**config.mk**
```make
export PLATFORM = sky130hd
export DESIGN_NAME = tbl_seed_loader_flat
export DESIGN_NICKNAME = d
export VERILOG_FILES = /design/src/rtl/tbl_seed_loader_if.sv /design/src/rtl/tbl_seed_loader.sv /design/src/flat_wrapper.sv
export SDC_FILE = /design/constraint.sdc
export NUM_CORES = 1
export LEC_CHECK = 0
export BUFFER_PORTS_ARGS = -buffer_cell sky130_fd_sc_hd__buf_2
export CORE_MARGIN = 4
export CORE_UTILIZATION = 50
export CTS_CLUSTER_DIAMETER = 60
export DETAILED_ROUTE_END_ITERATION = 8
export GPL_ROUTABILITY_DRIVEN = 0
export PLACE_DENSITY = 0.86
export RECOVER_POWER = 100
export SYNTH_ARGS = -nofsm -noshare
export SYNTH_HDL_FRONTEND = slang
export SYNTH_SLANG_ARGS = --single-unit
```
**constraint.sdc**
```tcl
create_clock -name clk -period 5.89 [get_ports clk]
set_input_delay 1.767 -clock clk [delete_from_list [all_inputs] [get_ports clk]]
set_output_delay 1.767 -clock clk [all_outputs]
set_load 0.01 [all_outputs]
```
**src/rtl/tbl_seed_loader_if.sv**
```systemverilog
// ---------------------------------------------------------------------------
// tbl_seed_loader_if
//   Valid/ready stream that carries 68-bit seed-table words into the loader.
//
//   in_data   word being offered by the source
//   in_valid  source has a word on in_data
//   in_ready  loader will take in_data on this edge
//
//   Modports:
//     master  upstream word source (drives data/valid, observes ready)
//     slave   tbl_seed_loader      (observes data/valid, drives ready)
// ---------------------------------------------------------------------------
interface tbl_seed_loader_if #(
  parameter int DATA_W = 68
);
  logic [DATA_W-1:0] in_data;
  logic              in_valid;
  logic              in_ready;

  modport master (output in_data, output in_valid, input in_ready);
  modport slave  (input in_data, input in_valid, output in_ready);
endinterface

```
**src/rtl/tbl_seed_loader.sv**
```systemverilog
// ---------------------------------------------------------------------------
// tbl_seed_loader
//   Front end of the 320x68 divide/sqrt seed table. A start pulse opens a
//   load window of `count` entries beginning at `start_addr`. Each word
//   taken from the stream becomes one table write one cycle later: data on
//   tbl_A, index on tbl_B[53:45]. busy stays high for the whole load,
//   including the final write strobe, so the math pipe holds off reads.
//
//   Ports:
//     clk, rst        clock, synchronous active-high reset
//     start           load request, only honoured in IDLE
//     start_addr      first table index
//     count           number of words to load (0..DEPTH)
//     stream          word stream (slave side of tbl_seed_loader_if)
//     tbl_A           table write data
//     tbl_B           table index in [53:45], other bits zero
//     tbl_is_write    table write strobe
//     busy            load in progress
//     done            one-cycle pulse when a load completes
//     err             one-cycle pulse when a start is out of range
//
//   Optional feature, enabled by defining TBL_SEED_LOADER_CKSUM_EN:
//     exp_cksum       expected XOR of all loaded words, sampled with start
//     cksum           running XOR of the words accepted in this load
//     cksum_err       one-cycle pulse alongside done when cksum mismatches
// ---------------------------------------------------------------------------
module tbl_seed_loader #(
  parameter int DEPTH   = 320,
  parameter int ADDR_W  = 9,
  parameter int DATA_W  = 68
) (
  input  logic                clk,
  input  logic                rst,
  input  logic                start,
  input  logic [ADDR_W-1:0]   start_addr,
  input  logic [ADDR_W-1:0]   count,
  tbl_seed_loader_if.slave    stream,
`ifdef TBL_SEED_LOADER_CKSUM_EN
  input  logic [DATA_W-1:0]   exp_cksum,
  output logic [DATA_W-1:0]   cksum,
  output logic                cksum_err,
`endif
  output logic [DATA_W-1:0]   tbl_A,
  output logic [DATA_W-1:0]   tbl_B,
  output logic                tbl_is_write,
  output logic                busy,
  output logic                done,
  output logic                err
);

  // Bit position of the table index inside tbl_B.
  localparam int IDX_LSB = 45;
  localparam logic [ADDR_W:0] DEPTH_X = (ADDR_W+1)'(DEPTH);

  typedef enum logic [1:0] {
    S_IDLE,
    S_LOAD,
    S_FLUSH,
    S_DONE
  } state_t;

  state_t             state_q, state_d;
  logic [ADDR_W-1:0]  addr_q;
  logic [ADDR_W-1:0]  rem_q;

  logic [ADDR_W:0]    end_sum;
  logic               range_ok;
  logic               start_idle;
  logic               load_go;
  logic               accept;
  logic [DATA_W-1:0]  b_word;

  // One extra bit on the sum so an oversized request can never wrap back
  // into a low (legal-looking) index.
  assign end_sum    = {1'b0, start_addr} + {1'b0, count};
  assign range_ok   = (end_sum <= DEPTH_X);
  assign start_idle = start && (state_q == S_IDLE);
  assign load_go    = start_idle && range_ok && (count != '0);
  assign accept     = (state_q == S_LOAD) && stream.in_valid;

  // NOTE: every signal written in an always_comb gets a default first, so
  // no path through the case leaves it unassigned and no latch is inferred.
  always_comb begin
    state_d = state_q;
    b_word  = '0;
    b_word[IDX_LSB +: ADDR_W] = addr_q;

    unique case (state_q)
      S_IDLE: begin
        if (start && range_ok) begin
          state_d = (count == '0) ? S_DONE : S_LOAD;
        end
      end
      S_LOAD: begin
        if (accept && (rem_q == ADDR_W'(1))) begin
          state_d = S_FLUSH;
        end
      end
      S_FLUSH: state_d = S_DONE;
      S_DONE:  state_d = S_IDLE;
      default: state_d = S_IDLE;
    endcase
  end

  assign stream.in_ready = (state_q == S_LOAD);
  assign busy            = (state_q == S_LOAD) || (state_q == S_FLUSH);
  assign done            = (state_q == S_DONE);

  // NOTE: sequential state uses non-blocking assignments only, so every
  // register samples the pre-edge values regardless of statement order.
  always_ff @(posedge clk) begin
    if (rst) begin
      state_q      <= S_IDLE;
      addr_q       <= '0;
      rem_q        <= '0;
      tbl_A        <= '0;
      tbl_B        <= '0;
      tbl_is_write <= 1'b0;
      err          <= 1'b0;
    end else begin
      state_q      <= state_d;
      tbl_is_write <= accept;
      err          <= start_idle && !range_ok;

      if (load_go) begin
        addr_q <= start_addr;
        rem_q  <= count;
      end else if (accept) begin
        addr_q <= addr_q + ADDR_W'(1);
        rem_q  <= rem_q - ADDR_W'(1);
      end

      // tbl_A/tbl_B hold their last write between strobes.
      if (accept) begin
        tbl_A <= stream.in_data;
        tbl_B <= b_word;
      end
    end
  end

`ifdef TBL_SEED_LOADER_CKSUM_EN
  logic [DATA_W-1:0] exp_q;

  always_ff @(posedge clk) begin
    if (rst) begin
      cksum <= '0;
      exp_q <= '0;
    end else if (start_idle) begin
      cksum <= '0;
      exp_q <= exp_cksum;
    end else if (accept) begin
      cksum <= cksum ^ stream.in_data;
    end
  end

  // By DONE the last accepted word has already been folded into cksum.
  assign cksum_err = (state_q == S_DONE) && (cksum != exp_q);
`endif

endmodule

```
**src/flat_wrapper.sv**
```systemverilog
// flat-port wrapper written by rule: the top's interface ports become plain ports
module tbl_seed_loader_flat 
#(
  parameter int DEPTH   = 320,
  parameter int ADDR_W  = 9,
  parameter int DATA_W  = 68
)
  (clk, rst, start, start_addr, count, tbl_A, tbl_B, tbl_is_write, busy, done, err, stream_in_data, stream_in_valid, stream_in_ready);
  tbl_seed_loader_if #(.DATA_W(DATA_W)) stream_i ();
  input  logic clk;
  input  logic rst;
  input  logic start;
  input  logic [ADDR_W-1:0] start_addr;
  input  logic [ADDR_W-1:0] count;
  output logic [DATA_W-1:0] tbl_A;
  output logic [DATA_W-1:0] tbl_B;
  output logic tbl_is_write;
  output logic busy;
  output logic done;
  output logic err;
  input wire logic [$bits(stream_i.in_data)-1:0] stream_in_data;
  input wire logic [$bits(stream_i.in_valid)-1:0] stream_in_valid;
  output wire logic [$bits(stream_i.in_ready)-1:0] stream_in_ready;
  assign stream_i.in_data = stream_in_data;
  assign stream_i.in_valid = stream_in_valid;
  assign stream_in_ready = stream_i.in_ready;
  tbl_seed_loader #(.DEPTH(DEPTH), .ADDR_W(ADDR_W), .DATA_W(DATA_W)) u_core (.clk(clk), .rst(rst), .start(start), .start_addr(start_addr), .count(count), .stream(stream_i), .tbl_A(tbl_A), .tbl_B(tbl_B), .tbl_is_write(tbl_is_write), .busy(busy), .done(done), .err(err));
endmodule
```
Word-level counts from Yosys, hierarchy flattened
Cells that the tools add are included.
{"block": "word_totals", "inputBits": 90, "regBits": 99, "wordCells": 39, "out_inout_bits": 141}
{"block": "op_classes", "order_cmp": 1, "add_sub_neg": 3, "eq_ne": 6, "reduce_logical": 14, "n_mux": 8}
{"operator": "$mux 9", "count": 4}
{"operator": "$add 9x9->10", "count": 1}
{"operator": "$le 10x9->1 const B", "count": 1}
{"operator": "$add 9x1->9 const B", "count": 1}
{"operator": "$eq 9x1->1 const B", "count": 1}
{"operator": "$logic_not 9->1", "count": 1}
{"operator": "$reduce_bool 9->1", "count": 1}
{"operator": "$sub 9x1->9 const B", "count": 1}
{"operator": "$pmux 2 s4", "count": 1}
{"operator": "$logic_and 1x1->1", "count": 7}
{"operator": "$mux 2", "count": 3}
{"operator": "$eq 2x2->1 const B", "count": 2}
{"operator": "$eq 2x1->1 const B", "count": 1}
{"operator": "$logic_not 2->1", "count": 1}
{"operator": "$ne 2x1->1 const B", "count": 1}
{"operator": "$ne 2x2->1 const B", "count": 1}
{"operator": "$reduce_and 2->1", "count": 1}
{"operator": "$reduce_bool 2->1", "count": 1}
{"operator": "$logic_not 1->1", "count": 1}
{"operator": "$logic_or 1x1->1", "count": 1}

Longest topological paths before layout
Gate-level depths: netlist (run 1).
{"block": "logic_depth", "ltp_word": 5, "ltp_mapped": 10, "depth_no_buf": 8}

Worst setup path before layout (run 1)
Ideal clock, no wire load.
{"block": "synth_timing", "path_type": "input-to-reg", "start": "input start_addr[0]", "end": "register u_core.state_q[1]", "slack_ps": 1760, "path_buffers": 1, "t_arrival_ps": 4007, "setup_time_ps": 123, "stages": 9, "t_required_ps": 5767, "cell_sequence": "ha_1 -> fa_1 -> xor2_1 -> a2111oi_0 -> o21ai_1 -> o211a_1 -> clkbuf_1 -> o31a_1 -> mux2_1"}
{"block": "synth_between", "elab_chain_cells": 5}
{"item": "from (decl)", "line_no": "flat_wrapper.sv:13", "source": "input logic [ADDR_W-1:0] start_addr;"}
{"item": "$add 9x9->10", "line_no": "tbl_seed_loader.sv:75", "source": "assign end_sum = {1'b0, start_addr} + {1'b0, count};"}
{"item": "$le 10x9->1", "line_no": "tbl_seed_loader.sv:76", "source": "assign range_ok = (end_sum <= DEPTH_X);"}
{"item": "$logic_and 1x1->1", "line_no": "tbl_seed_loader.sv:90", "source": "if (start && range_ok) begin"}
{"item": "$ne 2x2->1 (no source line)"}
{"item": "$reduce_and 2->1 (no source line)"}
{"item": "to (signal assigned)", "line_no": "tbl_seed_loader.sv:121", "source": "state_q <= state_d;"}
{"item": "to (decl)", "line_no": "tbl_seed_loader.sv:62", "source": "state_t state_q, state_d;"}
Every way passes these cells.
A chain may end at the register's enable or synchronous reset.

Final worst setup path (run 1)
{"block": "layout_timing", "start": "input start_addr[0]", "end": "register u_core.addr_q[1]"}
{"block": "layout_between", "elab_chain_cells": 5, "word_cells_on_any_way": 6, "classes_between": "add/sub (1); order compare (1); mux (1); reduce/logical (3)"}
{"item": "$add 9x9->10 *", "line_no": "tbl_seed_loader.sv:75"}
{"item": "$le 10x9->1 *", "line_no": "tbl_seed_loader.sv:76"}
{"item": "$logic_and 1x1->1 * (2 in series)", "line_no": "tbl_seed_loader.sv:78", "source": "assign load_go = start_idle && range_ok && (count != '0);"}
{"item": "$mux 9 or $reduce_bool 2->1 (tied branches)"}
{"item": "to (signal assigned)", "line_no": "tbl_seed_loader.sv:126", "source": "addr_q <= start_addr;"}
{"item": "to (signal assigned)", "line_no": "tbl_seed_loader.sv:129", "source": "addr_q <= addr_q + ADDR_W'(1);"}
{"item": "to (decl)", "line_no": "tbl_seed_loader.sv:63", "source": "logic [ADDR_W-1:0] addr_q;"}
Every way passes the cells marked *; elsewhere a longest branch is shown, timed or not.

==> summary.txt, run 1 <==
Global route
  • GR Overflow Total: 0
  • Initial antenna violation count: 0
  • GRT Total Usage: around 20%
  • Global-route wire length before repair: between 15000 and 20000 µm
  • Vias in the first global route: approximately 4000
  • Largest net degree at the start of global routing: 103

Route
  • DRC: 0
  • Post-DRT Antenna Nets: 0
  • DR vias: ~4300
  • Initial DRC count: approximately 180
  • WL final: 12010 µm
  • WL/cell: 13.82 µm
  • 1st-pass router iterations: 4
  • Via density: roughly 5.0

Final layout
  • Fillers: 897
  • Share of layout cells above drive strength 1: between 15 and 20%
  • Final net count: ~840
  • N_diodes: 0
  • Synth-to-Final Area Change: 15.16%
  • Finished layout cell area: about 0.0055 mm²
  • Final Non-Filler Cells: 869

STA
  • Final setup fails: 0
  • RSZ-0062 raised after global routing: false
  • Clock Skews: about 0.014 ns
  • Fin. max-slew vios: 103
  • Fmax: between 200 and 250 MHz
  • Hold Vio Cnt, Final: 0
  • Worst setup margin: about 1.2 ns
  • Slew margin rel.: -35.37%
  • Min cycle time layout: approximately 4.6 ns
  • Period utilization: 78.85%
  • Final setup TNS: 0 ns
  • Worst slew pin tran: slightly above 2 ns

Floorplan
  • Initial Util: between 50% and 60%
  • Core area: slightly above 0.009 mm²
  • Ports: between 200 and 250
  • Die area: between 0.01 and 0.015 mm²
  • FP Rows: 35
  • Die X: 105.8 µm
  • Die Ht: 105.8 µm

Clock network
  • TritonCTS clock tree: done
  • Post-CTS Resized: 0
  • H-Tree Depth: 3
  • Num CTS Buffers: 9
  • CTS Hold Buffers Added: 0
  • Setup Buffers After CTS: 0
  • Clock Latency Late Sink: 0.36 ns
  • Root Buffer: clkbuf_8
  • Clk sinks: about 100
  • Clock Tree Buf Depth: 2
  • CTS clk-pin slew, worst paths: around 0.11 ns

Place
  • HPWL after DPL: ~8800 µm
  • Placed cell area: about 0.0055 mm²
  • Dpl cells: ~850
  • Input/output buffers: about 170
  • Dpl ws: 0.9283 ns

Run
  • Max Cap Viol: 1

Worst setup path
  • Crit path kind: in -> reg
  • Data arrival time of the worst path: around 4.9 ns
  • Worst Setup Start Kind: input port
  • CP required: just over 6 ns
  • CP Capture Type: flop
  • Max FO, Critical Path: 20

Logic synthesis
  • Distinct cells, synth: 46
  • Post-synth ARST share: 0%
  • Most area-consuming cells after synthesis: dfxtp_1 41%, nand2_1 13%, buf_4 9.3%, a21oi_1 8.6%, ha_1 4.4%
  • Post-synthesis register bit count: ~100
  • Most common cell in the netlist: nand2_1
  • Seq/Total Area, Yosys: 41.41%
  • Leading area contributor after synthesis: dfxtp_1
  • Synth cell count leaders: 163 x nand2_1, 99 x dfxtp_1, 82 x a21oi_1
  • Post-Syn Instances: around 600
  • Synth warn: 0
  • Yosys top cell area share: between 40 and 50%
  • Post-synth EDFFs: 0
  • Mapped Area: between 0.004 and 0.005 mm²
  • Syn_area_per_cell: between 8 and 9 µm²
  • Main synth FF type: dfxtp_1

Power
  • P per Cell Area: 324.6 mW/mm²
  • Peak supply drop: ~150 µV
  • Static Leak: ~2.2 nW

Status
  • Status: complete, but fails checks
  • Failing checks: capacitance limit, slew limit

Min path
  • Hold Path Class: reg -> reg
[critical path, stage by stage]
cell       delay, ns
clkbuf_1        0.10
ha_1            0.24
fa_1            0.43
xor2_1          0.19
a2111oi_0       0.42
o21ai_0         0.17
o211a_1         0.47
or3_1           0.72
a311oi_1        0.36
[logic make-up (layout without fill, tap and decap cells)]
logic type      count (synthesis)  count (layout)  synth area share (%)
simple gates                  221             221                 19.71
compound gates                121             121                 16.10
buf+inv                       103             197                 13.07
flops                          99              99                 41.41
xor+xnor                       20              20                 3.660
fa+ha+maj                      18              18                 4.863
mux                             5               5                 1.098
other cells                     1              59               0.07836
[sequential cells by signal, indices dropped and copies added (netlist names)]
signal,cells
u_core.addr_q,9
u_core.err,1
u_core.tbl_A,68
u_core.tbl_B,9
u_core.rem_q,9
u_core.tbl_is_write,1
u_core.state_q,2
[area by class of cell]
class	instances	area, µm²	area share [%]
Clock buffer	9	123.9	2.247
Inverter	7	26.28	0.4767
Clock inverter	7	93.84	1.703
Multi-Input combinational cell	444	2350	42.63
Timing Repair Buffer	174	774.5	14.05
Sequential cell	99	1982	35.96
Tap cell	129	161.4	2.928
[cell usage in the layout, fill, tap and decap left out, types with 5 or more instances in the layout]
master,count
nand2_1,162
dfxtp_1,99
buf_2,87
clkbuf_1,83
a21oi_1,82
conb_1,59
nor4_1,20
ha_1,17
a211oi_1,16
xor2_1,14
nor2_1,10
clkbuf_8,9
nand4_1,8
inv_1,7
xnor2_1,6
nor3_1,5
[metal layers]
metal	track usage [%]	up-vias	part of all wire, %
li1	-	2163	-
met1	23.26	1978	41
met2	36.11	177	50
met3	4.532	18	6.8
met4	7.493	0	2.0
met5	0	-	0
[report_power, final]
| group | switching [mW] | leakage (nW) | internal [mW] |
|---|---|---|---|
| combinational | 0.309 | 1.28 | 0.175 |
| sequential | 0.0709 | 0.804 | 0.769 |
| clock | 0.255 | 0.107 | 0.209 |
[worst paths after layout]
| path | startpoint | to | slack [ns] | depth (start not counted) |
|---|---|---|---|---|
| max | start_addr[0] | u_core.addr_q[1] | 1.25 | 9 |
| min | u_core.tbl_A[64] | u_core.tbl_A[64] | 0.46 | 2 |
| max reg2reg | u_core.state_q[1] | u_core.addr_q[1] | 3.45 | 7 |
| min reg2reg | u_core.tbl_A[64] | u_core.tbl_A[64] | 0.46 | 2 |
[stage by stage]
step,hold slack [ns],power (mW),utilization [%]
2_1_floorplan,0.4436,1.223,-
3_3_place_gp,0.4376,1.339,58.71
3_5_place_dp,0.4433,1.362,58.71
4_1_cts,0.4578,1.831,61.05
5_1_grt,0.4788,1.909,59.37
6_report,0.4581,1.789,59.37
Note: power is estimated with default switching activity, not from simulation.
==> run 2, diff against run 1 <==
--- a/config.mk
+++ b/config.mk
@@ -7,11 +7,11 @@
 export LEC_CHECK = 0
 export BUFFER_PORTS_ARGS = -buffer_cell sky130_fd_sc_hd__buf_2
 export CORE_MARGIN = 4
-export CORE_UTILIZATION = 50
+export CORE_UTILIZATION = 47
 export CTS_CLUSTER_DIAMETER = 60
 export DETAILED_ROUTE_END_ITERATION = 8
 export GPL_ROUTABILITY_DRIVEN = 0
-export PLACE_DENSITY = 0.86
+export PLACE_DENSITY = 0.81
 export RECOVER_POWER = 100
 export SYNTH_ARGS = -nofsm -noshare
 export SYNTH_HDL_FRONTEND = slang
==> constraint.sdc (replaced) <==
create_clock -name clk -period 4.45 [get_ports clk]
set_input_delay 1.335 -clock clk [delete_from_list [all_inputs] [get_ports clk]]
set_output_delay 1.335 -clock clk [all_outputs]
set_load 0.01 [all_outputs]
==> run 2 against run 1 <==
  * The run now ends clean
  * Via count up 1.5%
  * Wire length is 0.13% higher
  * Non-clock buffer count is 5 higher
  * Sequential share of layout area is 0.057 points lower
  * Final cell count grew 1.0%
  * First-iteration DRC count is 78% higher
  * Clock power rose by 22%
  * Largest cell class unchanged
  * Highest routed layer unchanged
==> summary.txt, run 2 (synthesized netlist as in run 1, its figures left out) <==
Place
  • Dpl ws: roughly 0.43 ns
  • HPWL after DPL: about 9000 µm
  • Input/output buffers: between 150 and 200
  • Placed cell area: 0.005493 mm²
  • Dpl cells: 862

Worst setup path
  • FF-to-FF End: u_core.addr_q[1]
  • CP required: between 4 and 5 ns
  • Data arrival time of the worst path: approximately 4.2 ns
  • Max FO, Critical Path: 19
  • Worst Setup Start Kind: input port
  • FF-to-FF setup slack: roughly 1.7 ns
  • R2R cell count: 6
  • CP Capture Type: flop
  • FF-to-FF Start: u_core.state_q[1]
  • Crit path kind: in -> reg

Floorplan
  • Core area: around 0.0099 mm²
  • Die area: about 0.012 mm²
  • FP Rows: 36
  • Ports: roughly 230
  • Die Ht: around 110 µm
  • Die X: approximately 110 µm
  • Initial Util: about half

Route
  • DR vias: 4400
  • Post-DRT Antenna Nets: 0
  • 1st-pass router iterations: 4
  • Initial DRC count: 327
  • WL/cell: ~14 µm
  • DRC: 0
  • WL final: about 12000 µm
  • Via density: 5.011

Global route
  • Global-route wire length before repair: around 19000 µm
  • GRT Total Usage: a little under a fifth
  • Vias in the first global route: 4043
  • Initial antenna violation count: 0
  • GR Overflow Total: 0
  • Largest net degree at the start of global routing: 58

Clock network
  • Clock Tree Buf Depth: 2
  • Setup Buffers After CTS: 0
  • Clock Latency Late Sink: 0.36 ns
  • CTS Hold Buffers Added: 0
  • CTS clk-pin slew, worst paths: 0.08 ns
  • H-Tree Depth: 3
  • Num CTS Buffers: 9
  • TritonCTS clock tree: done
  • Post-CTS Resized: 0
  • Clk sinks: between 90 and 100
  • Root Buffer: clkbuf_8

Final layout
  • Share of layout cells above drive strength 1: between 15 and 20%
  • Biggest register: u_core.tbl_A
  • N_diodes: 0
  • Final net count: roughly 850
  • Core Util, Final: a little under three fifths
  • Max reg flops: 68
  • Finished layout cell area: 0.005520 mm²
  • Final Non-Filler Cells: about 880
  • Commonest cells after routing, fill and taps aside: 163 x nand2_1, 99 x dfxtp_1, 87 x buf_2, 85 x clkbuf_1, 82 x a21oi_1
  • Synth-to-Final Area Change: 15.35%
  • Commonest non-fill, non-tap cell in the layout: nand2_1

Power
  • Power Total: ~2.3 mW
  • P per Cell Area: approximately 420 mW/mm²
  • Static Leak: 2.199 nW
  • Peak supply drop: 189.4 µV

STA
  • Worst slew pin tran: around 1.4 ns
  • Period utilization: 88.80%
  • Min cycle time layout: slightly below 4 ns
  • Fmax: about 250 MHz
  • RSZ-0062 raised after global routing: false
  • Hold Vio Cnt, Final: 0
  • Clock Skews: between 0.01 and 0.015 ns
  • Slew margin rel.: 5.556%
  • Final setup fails: 0
  • Fin. max-slew vios: 0
  • Final setup TNS: 0 ns
  • Worst Hold Slack: about 0.46 ns
  • Worst setup margin: between 0.4 and 0.5 ns

Min path
  • Hold Path Class: reg -> reg
  • Worst Hold Endpoint: u_core.tbl_A[62]
  • Hold Path Depth: 2
  • Hold Crit Start: u_core.tbl_A[62]

Status
  • Status: complete, no violations

Run
  • Max Cap Viol: 0
## run 2: final cells by class
class | count | area [µm²]
clock buffer | 9 | 123.9
inverter | 7 | 26.28
fill | 957 | 4344
tap | 133 | 166.4
multi-input combinational | 444 | 2347
timing repair buffer | 179 | 807.0
clock inverter | 7 | 67.56
sequential | 99 | 1982
## run 2: worst max-delay path by stage
stage / start / end / cells past startpoint
6_report: count[0] / u_core.state_q[1] / 10
4_1_cts: count[0] / u_core.state_q[1] / 10
3_5_place_dp: count[0] / u_core.state_q[1] / 10
3_3_place_gp: count[0] / u_core.state_q[1] / 10
5_1_grt: count[0] / u_core.state_q[1] / 10
2_1_floorplan: start_addr[0] / u_core.state_q[1] / 9
## run 2: power breakdown
group	switching, mW	leakage, nW	total, mW	internal (mW)
clock network	0.307	0.103	0.566	0.259
logic	0.406	1.29	0.643	0.237
registers	0.0967	0.804	1.11	1.02
total	0.810	2.20	2.32	1.51
## run 2: metal layers
layer	global-route usage (%)	vias to the layer above	wire length [µm]
met2	34.25	182	6042
li1	-	2173	-
met4	5.320	0	194
met5	0	-	0
met1	22.35	2021	4898
met3	4.677	24	892
## run 2: critical path, stage by stage
cell,delay (ns)
buf_2,0.13
ha_1,0.21
fa_1,0.43
a211oi_2,0.29
o31a_1,0.25
xnor2_1,0.13
o211a_1,0.18
clkbuf_1,0.61
o31a_1,0.27
mux2_1,0.34
